[src/rtl/ecc_scrub_pkg.sv]
// ecc_scrub_pkg
// Shared types and constants for the ECC scrub scheduler:
//   - scrub_sched_state_e : scheduler FSM states
//   - DefaultIntervalWidth / DefaultTimeoutCycles : parameter defaults
//   - popcount16          : population count used by the error statistics
package ecc_scrub_pkg;

    typedef enum logic [1:0] {
        IDLE  = 2'd0,
        COUNT = 2'd1,
        TRIG  = 2'd2,
        WAIT  = 2'd3
    } scrub_sched_state_e;

    localparam int unsigned DefaultIntervalWidth = 16;
    localparam int unsigned DefaultTimeoutCycles = 64;

    // Number of set bits in a vector of up to 16 banks (narrower vectors are zero-extended).
    function automatic logic [4:0] popcount16(input logic [15:0] vec);
        logic [4:0] cnt;
        cnt = 5'd0;
        for (int i = 0; i < 16; i++) begin
            cnt = cnt + {4'd0, vec[i]};
        end
        return cnt;
    endfunction

endpackage

[src/rtl/ecc_scrub_rr_sel.sv]
// ecc_scrub_rr_sel
// Round-robin bank selector: returns the first bank at or after ptr whose mask
// bit is set, wrapping from NumBanks-1 to 0.
// Ports:
//   mask     in  NumBanks  banks eligible for scrubbing
//   ptr      in  PtrWidth  round-robin start position
//   next_idx out PtrWidth  selected bank index (0 when nothing is eligible)
//   valid    out 1         at least one bank is eligible
module ecc_scrub_rr_sel #(
    parameter int unsigned NumBanks = 4,
    parameter int unsigned PtrWidth = 2
) (
    input  logic [NumBanks-1:0] mask,
    input  logic [PtrWidth-1:0] ptr,
    output logic [PtrWidth-1:0] next_idx,
    output logic                valid
);

    logic [2*NumBanks-1:0] rot_s;

    // Rotate the mask so bit 0 is the pointer position, then pick the lowest set offset.
    always_comb begin : sel_proc
        int sum;
        rot_s    = {mask, mask} >> ptr;
        next_idx = {PtrWidth{1'b0}};
        valid    = 1'b0;
        sum      = 0;
        // Walk offsets downward so the final assignment is the smallest offset.
        for (int k = int'(NumBanks) - 1; k >= 0; k--) begin
            if (rot_s[k]) begin
                valid = 1'b1;
                sum   = int'(ptr) + k;
                if (sum >= int'(NumBanks)) begin
                    sum = sum - int'(NumBanks);
                end else begin
                    sum = sum;
                end
                next_idx = PtrWidth'(sum);
            end else begin
                next_idx = next_idx;
            end
        end
    end

endmodule

[src/rtl/ecc_scrub_scheduler.sv]
// ecc_scrub_scheduler
// Periodically triggers per-bank ECC scrubbers in round-robin order and keeps
// corrected / uncorrectable error statistics.
// Optional feature: define ECC_SCRUB_SCHED_TIMEOUT_EN to add a per-step watchdog
// that abandons a WAIT after TimeoutCycles cycles and pulses timeout_o.
// Ports:
//   clk_i, rst_i           clock, synchronous active-high reset
//   enable_i               scheduler enable
//   interval_i             idle cycles between scrub steps
//   bank_mask_i            per-bank scrub enable
//   scrub_trigger_o        one-hot trigger pulse (decoded from state and pointer)
//   scrub_done_i           per-bank scrubber-finished pulse
//   bit_corrected_i        per-bank corrected-error pulse
//   uncorrectable_i        per-bank uncorrectable-error pulse
//   clear_i                clears counters and the sticky IRQ
//   corr_cnt_o/uncorr_cnt_o saturating error totals
//   last_uncorr_bank_o     lowest bank index of the latest uncorrectable pulse
//   uncorr_irq_o           sticky uncorrectable flag
//   timeout_o              watchdog expiry pulse (0 without the watchdog)
//   busy_o                 high while in TRIG or WAIT
module ecc_scrub_scheduler
    import ecc_scrub_pkg::*;
#(
    parameter int unsigned NumBanks      = 4,
    parameter int unsigned IntervalWidth = DefaultIntervalWidth,
    parameter int unsigned CntWidth      = 16,
    parameter int unsigned TimeoutCycles = DefaultTimeoutCycles,
    localparam int unsigned PtrWidth     = (NumBanks > 1) ? $clog2(NumBanks) : 1
) (
    input  logic                     clk_i,
    input  logic                     rst_i,
    input  logic                     enable_i,
    input  logic [IntervalWidth-1:0] interval_i,
    input  logic [NumBanks-1:0]      bank_mask_i,
    output logic [NumBanks-1:0]      scrub_trigger_o,
    input  logic [NumBanks-1:0]      scrub_done_i,
    input  logic [NumBanks-1:0]      bit_corrected_i,
    input  logic [NumBanks-1:0]      uncorrectable_i,
    input  logic                     clear_i,
    output logic [CntWidth-1:0]      corr_cnt_o,
    output logic [CntWidth-1:0]      uncorr_cnt_o,
    output logic [PtrWidth-1:0]      last_uncorr_bank_o,
    output logic                     uncorr_irq_o,
    output logic                     timeout_o,
    output logic                     busy_o
);

    scrub_sched_state_e state_r, state_next_s;
    logic [PtrWidth-1:0]      ptr_r, ptr_next_s, ptr_inc_s;
    logic [IntervalWidth-1:0] cnt_r, cnt_next_s;
    logic [PtrWidth-1:0]      sel_idx_s;
    logic                     sel_valid_s;
    logic                     mask_any_s;
    logic                     done_sel_s;
    logic                     wd_expire_s;
    logic                     busy_r;
    logic [CntWidth-1:0]      corr_cnt_r, uncorr_cnt_r;
    logic [PtrWidth-1:0]      last_uncorr_r, low_idx_s;
    logic                     irq_r;
    logic [4:0]               corr_pop_s, uncorr_pop_s;
    logic                     uncorr_any_s;

    // Saturating add of a popcount onto a statistics counter.
    function automatic logic [CntWidth-1:0] sat_add(input logic [CntWidth-1:0] base,
                                                    input logic [4:0]          inc);
        logic [CntWidth+4:0] sum;
        sum = {5'd0, base} + {{CntWidth{1'b0}}, inc};
        if (sum > {5'd0, {CntWidth{1'b1}}}) begin
            return {CntWidth{1'b1}};
        end else begin
            return sum[CntWidth-1:0];
        end
    endfunction

    ecc_scrub_rr_sel #(
        .NumBanks (NumBanks),
        .PtrWidth (PtrWidth)
    ) u_rr_sel (
        .mask     (bank_mask_i),
        .ptr      (ptr_r),
        .next_idx (sel_idx_s),
        .valid    (sel_valid_s)
    );

    assign mask_any_s = |bank_mask_i;
    // Only the bank currently being scrubbed may end the step.
    assign done_sel_s = scrub_done_i[ptr_r];
    assign ptr_inc_s  = (ptr_r == PtrWidth'(NumBanks - 1)) ? {PtrWidth{1'b0}}
                                                           : ptr_r + PtrWidth'(1);

`ifdef ECC_SCRUB_SCHED_TIMEOUT_EN
    localparam int unsigned WdWidth = (TimeoutCycles > 1) ? $clog2(TimeoutCycles) : 1;
    logic [WdWidth-1:0] wd_r;
    logic               timeout_r;

    // Expiry on the TimeoutCycles-th WAIT cycle; a done in the same cycle takes precedence.
    assign wd_expire_s = (state_r == WAIT) && !done_sel_s &&
                         (wd_r == WdWidth'(TimeoutCycles - 1));

    // Watchdog counter (cleared outside WAIT) and registered expiry pulse.
    always_ff @(posedge clk_i) begin
        if (rst_i) begin
            wd_r      <= {WdWidth{1'b0}};
            timeout_r <= 1'b0;
        end else begin
            timeout_r <= wd_expire_s;
            if ((state_r == WAIT) && !done_sel_s && !wd_expire_s) begin
                wd_r <= wd_r + WdWidth'(1);
            end else begin
                wd_r <= {WdWidth{1'b0}};
            end
        end
    end

    assign timeout_o = timeout_r;
`else
    assign wd_expire_s = 1'b0;
    assign timeout_o   = 1'b0;
`endif

    // Next-state, pointer and interval-counter logic.
    always_comb begin
        state_next_s = state_r;
        ptr_next_s   = ptr_r;
        cnt_next_s   = cnt_r;
        case (state_r)
            IDLE: begin
                if (enable_i && mask_any_s) begin
                    state_next_s = COUNT;
                    cnt_next_s   = interval_i;
                end else begin
                    state_next_s = IDLE;
                end
            end
            COUNT: begin
                if (!enable_i || !mask_any_s) begin
                    state_next_s = IDLE;
                end else if (cnt_r == {IntervalWidth{1'b0}}) begin
                    if (sel_valid_s) begin
                        // Pointer latches the chosen bank and stays frozen until WAIT ends.
                        state_next_s = TRIG;
                        ptr_next_s   = sel_idx_s;
                    end else begin
                        state_next_s = IDLE;
                    end
                end else begin
                    cnt_next_s = cnt_r - IntervalWidth'(1);
                end
            end
            TRIG: begin
                state_next_s = WAIT;
            end
            WAIT: begin
                if (done_sel_s || wd_expire_s) begin
                    ptr_next_s = ptr_inc_s;
                    if (enable_i) begin
                        state_next_s = COUNT;
                        cnt_next_s   = interval_i;
                    end else begin
                        state_next_s = IDLE;
                    end
                end else begin
                    state_next_s = WAIT;
                end
            end
            default: begin
                state_next_s = IDLE;
            end
        endcase
    end

    // Scheduler state registers; busy is registered from the next state.
    always_ff @(posedge clk_i) begin
        if (rst_i) begin
            state_r <= IDLE;
            ptr_r   <= {PtrWidth{1'b0}};
            cnt_r   <= {IntervalWidth{1'b0}};
            busy_r  <= 1'b0;
        end else begin
            state_r <= state_next_s;
            ptr_r   <= ptr_next_s;
            cnt_r   <= cnt_next_s;
            busy_r  <= (state_next_s == TRIG) || (state_next_s == WAIT);
        end
    end

    // One-hot trigger decoded from the TRIG state and the frozen pointer.
    always_comb begin
        scrub_trigger_o = {NumBanks{1'b0}};
        if (state_r == TRIG) begin
            scrub_trigger_o[ptr_r] = 1'b1;
        end else begin
            scrub_trigger_o = {NumBanks{1'b0}};
        end
    end

    assign corr_pop_s   = popcount16(16'(bit_corrected_i));
    assign uncorr_pop_s = popcount16(16'(uncorrectable_i));
    assign uncorr_any_s = |uncorrectable_i;

    // Lowest-index asserted uncorrectable bank (descending walk, last write wins).
    always_comb begin
        low_idx_s = {PtrWidth{1'b0}};
        for (int i = int'(NumBanks) - 1; i >= 0; i--) begin
            if (uncorrectable_i[i]) begin
                low_idx_s = PtrWidth'(i);
            end else begin
                low_idx_s = low_idx_s;
            end
        end
    end

    // Error statistics; a same-cycle increment wins over clear.
    always_ff @(posedge clk_i) begin
        if (rst_i) begin
            corr_cnt_r    <= {CntWidth{1'b0}};
            uncorr_cnt_r  <= {CntWidth{1'b0}};
            last_uncorr_r <= {PtrWidth{1'b0}};
            irq_r         <= 1'b0;
        end else begin
            corr_cnt_r   <= sat_add(clear_i ? {CntWidth{1'b0}} : corr_cnt_r, corr_pop_s);
            uncorr_cnt_r <= sat_add(clear_i ? {CntWidth{1'b0}} : uncorr_cnt_r, uncorr_pop_s);
            irq_r        <= uncorr_any_s | (irq_r & ~clear_i);
            if (uncorr_any_s) begin
                last_uncorr_r <= low_idx_s;
            end else begin
                last_uncorr_r <= last_uncorr_r;
            end
        end
    end

    assign corr_cnt_o         = corr_cnt_r;
    assign uncorr_cnt_o       = uncorr_cnt_r;
    assign last_uncorr_bank_o = last_uncorr_r;
    assign uncorr_irq_o       = irq_r;
    assign busy_o             = busy_r;

endmodule

[config.mk]
export PLATFORM = sky130hd
export DESIGN_NAME = ecc_scrub_scheduler
export DESIGN_NICKNAME = d
export VERILOG_FILES = /design/src/rtl/ecc_scrub_pkg.sv /design/src/rtl/ecc_scrub_rr_sel.sv /design/src/rtl/ecc_scrub_scheduler.sv
export SDC_FILE = /design/constraint.sdc
export NUM_CORES = 1
export LEC_CHECK = 0
export CAP_MARGIN = 20
export CORE_MARGIN = 2
export CORE_UTILIZATION = 57
export CTS_BUF_LIST = sky130_fd_sc_hd__clkbuf_4 sky130_fd_sc_hd__clkbuf_8
export CTS_CLUSTER_SIZE = 25
export DETAILED_ROUTE_END_ITERATION = 16
export GPL_TIMING_DRIVEN = 0
export PLACE_DENSITY = 0.89
export SETUP_SLACK_MARGIN = 0.02
export SLEW_MARGIN = 15
export SYNTH_ARGS = -nofsm -noshare
export SYNTH_HDL_FRONTEND = slang
export SYNTH_SLANG_ARGS = --single-unit
[constraint.sdc]
create_clock -name clk_i -period 7.1 [get_ports clk_i]
set_input_delay 1.42 -clock clk_i [delete_from_list [all_inputs] [get_ports clk_i]]
set_output_delay 1.42 -clock clk_i [all_outputs]
set_load 0.01 [all_outputs]
# After elaboration in Yosys (flattened, before gate mapping)
# Index checks and enable logic that the tools add are counted.
# word_totals
inputBits	36
register_bits	56
output_inout_bits	41
# classes
addsub	17
n_lt_le_gt_ge	8
muxes	44
eq_ne	14
n_reduce_logical	14
bitwise_logic	3
shift	1
# op_table
cell	n
$mux 16	9
$pmux 16 s3	1
$mux 2	21
$add 16x4->17	2
$gt 17x16->1 const B	2
$logic_not 16->1	1
$sub 16x1->16 const B	1
$ne 2x2->1 const B	7
$reduce_and 6->1	2
$eq 2x2->1 const B	5
$ge 3x3->1 const B	3
$add 3x1->4	2
$mux 1	8
$pmux 2 s4	1
$reduce_or 4->1	2
$shr 8x2->4	1
$sub 2x1->2 const B	4
$add 2x1->3	2
$add 2x2->3 const B	2
$add 1x1->2	2
$mux 4	1
$pmux 2 s2	1
$add 2x1->3 const B	1
$ge 2x3->1 const B	1
other kinds (16)	19

# Logic depth before layout (Yosys ltp)
# depth
word_depth	11
ltp_mapped	13
ltp_nobuf	9

# Hierarchy
# A second synthesis with hierarchy kept.
# unflattened
cells_unflattened	419
hier_area_um2	3344.5
# modules_own_cells
module	area_each_um2	n_inst	cells_each	seq_area_each_um2
ecc_scrub_scheduler	3266.9	1	404	1121.1
ecc_scrub_rr_sel	77.6	1	15	0.0

# Least setup slack after synthesis
# No wires, ideal clock.
# synth_path
path_kind	input -> register
start	input clear_i
end	register corr_cnt_r[11] (netlist: corr_cnt_o[11])
path_buffers	4
setup_time_ns	0.077
slack_ns	2.420
path_stages	12
arrival_ns	4.603
path_cell_list	clkbuf_1 > inv_1 > clkbuf_1 > clkbuf_1 > nand2_1 > fa_1 > fa_1 > or3b_2 > or2_2 > or3_1 > buf_2 > o22ai_1
# synth_between
elab_chain_len	4
# synth_lines
item	line	rtl
start, declared	ecc_scrub_scheduler.sv:39	input logic clear_i,
$mux 16 (*)	ecc_scrub_scheduler.sv:221	corr_cnt_r <= sat_add(clear_i ? {CntWidth{1'b0}} : corr_cnt_r, corr_pop_s);
$add 16x4->17 (*)	ecc_scrub_scheduler.sv:67	sum = {5'd0, base} + {{CntWidth{1'b0}}, inc};
$gt 17x16->1	ecc_scrub_scheduler.sv:68	if (sum > {5'd0, {CntWidth{1'b1}}}) begin
$mux 16 (*)	ecc_scrub_scheduler.sv:68	
end signal, assigned	ecc_scrub_scheduler.sv:216	corr_cnt_r <= {CntWidth{1'b0}};
end signal, assigned	ecc_scrub_scheduler.sv:221	
end, declared	ecc_scrub_scheduler.sv:57	logic [CntWidth-1:0] corr_cnt_r, uncorr_cnt_r;
# Every way passes the cells marked *; elsewhere a longest branch is shown, timed or not.
# A chain may end at the register's enable or synchronous reset.

# Worst setup path after layout
# layout_path
start	input clear_i
end	register corr_cnt_r[9] (netlist: corr_cnt_o[9])
# Same word-level chain as after synthesis.

==> flow_summary.toml <==
[yosys]
async_reset_ff_share_pct = 0
postSynthAreaPerCell_um2 = 8.08
yosys.area.top_type = "dfxtp_1"
synth-main-ff-cell = "dfxtp_1"
ys.warnings.count = 0
mappedNetlistNets = 479
synthTopCellsByArea = "dfxtp_1 32%, a21oi_1 6.4%, nand2_1 4.7%"
synth_cell_types = 59
yosysTopAreaCellShare_pct = 32.3
synth-seq-area-share_pct = 32.3
ys_ff_latch = 56
syn_area_mm2 = 0.00347
synth_edf_count = 0
netlist_instances = 429

[detailed_routing]
ant_nets = 0
via_count = 3545
wire_per_inst_um = 16.1
routed_via_density = 6.10
dr.pass1.iters = 5
drc = 0
drtIter0Drc = 279
wl_um = 9340

[timing]
maxSlewViolCount = 0
finalCritPeriodShare_pct = 78.9
max_clock_freq_ghz = 0.178
rsz0062_at_grt = "no"
max_slew.worst_pin.slew_ns = 0.599
layout_min_cycle_time_ns = 5.60
setup_ws_ns = 1.50
fin_setup_tns_ns = 0
relSlewSlack_pct = 59.5
finalClockSkew_ns = 0.0107
hold_viol = 0
setup_viol = 0

[layout]
final_layout_size_suffix_gt1_share_pct = 5.53
area_growth_syn_to_layout_pct = 25.7
final_nets = 556
final_area_mm2 = 0.00436
utilization_pct = 74.0
antenna_cells = 0

[status]
outcome = "completed"

[clock_network]
cts_buffers = 5
cts_buffer_depth = 2
cts_tree = "done"
cts-root-buf = "clkbuf_8"
cts_max_level = 2
hold_buffers = 0
postCtsSetupBuffers = 0
cts_sinks = 56
worstSkewPairLatency_ns = 0.31
clk_pin_slew_worst_paths_ns = 0.09
ctsResizeCount = 0

[power_and_ir_drop]
combPwrFrac_pct = 24.4
fin_total_pwr_mw = 0.705
switchingPower_mw = 0.210
cellPowerDensity_mw_per_mm2 = 162
cellInternalPower_mw = 0.495
p_clk_share_pct = 26.7
vdd.ir_drop.worst_v = 0.000130
p_sw_share_pct = 29.8
p_seq_share_pct = 48.9
leakage_nw = 1.53

[grt]
grt_pass1_vias = 3401
grt_pass1_wl_um = 15500
grt_max_degree = 16
antenna_found_initial = 0
grt.overflow.total = 0
grt_use_total_pct = 29.2

[place]
place_hpwl_um = 6730
place_area_mm2 = 0.00426
pre_cts_slack_ns = 1.22
portBuffers = 70
place.gp.congestion = 0.915

[flow_run]
max_cap_violations = 0

[critical_path]
cp_top_family = "buffers and inverters"
cpMostUsedCell = "clkbuf_1"
cp-end-kind = "flop"
slowest_delay_ns = 0.49
criticalPathCategory = "input pin to flop"
cp_max_fo = 10
crit_start = "clear_i"
critPathRequiredTime_ns = 7.33
arrival_ns = 5.83
regToRegSetupSlack_ns = 4.04
crit_chain = "clkdlybuf4s50_1, clkbuf_1, inv_1, clkbuf_1, clkbuf_1, nand2_1, fa_1, fa_1, or3b_2, or2_2, or3_1, buf_2, o22ai_1"
worst_path_max_delay_cell = "or3b_2"
r2r-start = "corr_cnt_o[0]"
crit_buf_inv = 6
startpoint_type = "input pin"

[hold_path]
min_path_type = "flop to flop"
hp-start = "cnt_r[14]"

[floorplanning]
die-width_um = 82.0
initial_utilization_pct = 58.9
io_pins = 77
dieArea_mm2 = 0.00672
rows = 28
core_mm2 = 0.00589
die_h_um = 82.0
cell usage after synthesis, types with 3 or more instances:
cell type / count
xor2_1: 4
o21a_1: 4
nor2b_1: 14
o211ai_1: 4
mux4_2: 5
inv_1: 21
o22ai_1: 5
nor3_1: 19
nand2b_1: 7
mux2i_1: 5
o2111ai_1: 3
fa_1: 6
or4_1: 3
nand3_1: 10
nand2_1: 43
xnor2_1: 16
o21ai_0: 14
and2_1: 5
nand4_1: 9
ha_1: 8
dfxtp_1: 56
buf_2: 5
clkbuf_1: 20
o31ai_1: 3
nor2_1: 33
a211oi_1: 3
a31oi_1: 8
o32ai_1: 5
a21oi_1: 44
a21o_1: 5
or3_1: 6
cell type report:
cell class | count | area, µm²
Timing Repair Buffer | 70 | 701
Sequential cell | 56 | 1120
Inverter | 21 | 78.8
Fill cell | 473 | 1530
Clock buffer | 7 | 96.3
Tap cell | 75 | 93.8
Multi-Input combinational cell | 326 | 2160
Buffer | 26 | 108
sequential cells by signal, summed over array words and instances, names as in the netlist:
signal	flops
ptr_r	2
uncorr_cnt_o	16
last_uncorr_bank_o	2
state_r	2
cnt_r	16
uncorr_irq_o	1
busy_o	1
corr_cnt_o	16
worst min-delay path: stages (launching register included):
cell and delay (ns):
dfxtp_1 0.34, nand2_1 0.06, a21oi_1 0.05
final timing paths:
| kind | end | depth (start not counted) |
|---|---|---|
| setup reg to reg | corr_cnt_o[9] | 8 |
| hold reg to reg | cnt_r[14] | 2 |
| setup / recovery | corr_cnt_o[9] | 13 |
| hold / removal | cnt_r[14] | 2 |
power groups by stage:
stage,clock (mW),sequential (mW),combinational (mW)
6_report,0.188,0.345,0.172
4_1_cts,0.190,0.344,0.170
3_3_place_gp,0,0.351,0.161
5_1_grt,0.199,0.348,0.189
3_5_place_dp,0,0.351,0.168
2_1_floorplan,0,0.352,0.105
layer usage:
layer / global-route usage [%] / vias up / part of all wire [%]
met1: 35.5 / 1660 / 41
met2: 50.4 / 169 / 49
met3: 6.37 / 32 / 7.8
met4: 11.2 / 0 / 2.4
met5: 0 / - / 0
li1: - / 1684 / -
metrics by stage:
step,hold slack [ns],cells
after floorplan,0.450,429
after global placement,0.465,574
after detailed placement,0.477,574
after CTS,0.493,581
after global routing,0.514,581
final,0.497,581
layout by cell type (no fill, tap or decap), drive strengths merged, types with 2 or more instances in the layout:
cell,Yosys,layout
o22ai,5,5
nand2,45,45
and4,2,2
inv,21,21
nand3,10,10
a211oi,3,3
and3,2,2
o211ai,5,5
nor3,19,19
o31ai,3,3
and3b,2,2
o31a,2,2
or3,6,6
a21o,5,5
ha,8,8
clkbuf,20,27
fa,6,6
xnor2,16,16
nand2b,7,7
and2,5,5
clkdlybuf4s50,0,70
o21ai,14,14
a21boi,2,2
nor2,33,33
a31oi,8,8
o21a,4,4
mux2i,5,5
nor4,4,4
a311o,2,2
nand4,9,9
xor2,4,4
dfxtp,56,56
o2111ai,3,3
a21oi,45,45
mux4,5,5
buf,6,6
nor2b,14,14
or4,3,3
o32ai,5,5
cells by family after synthesis:
| kind of cell | synth area share [%] |
|---|---|
| xor+xnor | 5.05 |
| simple gates | 24.9 |
| buf+inv | 5.38 |
| other cells | 0.108 |
| mux | 5.02 |
| fa+ha+maj | 6.35 |
| compound gates | 20.8 |
| flops | 32.3 |
Power figures use the tool's default switching activity.
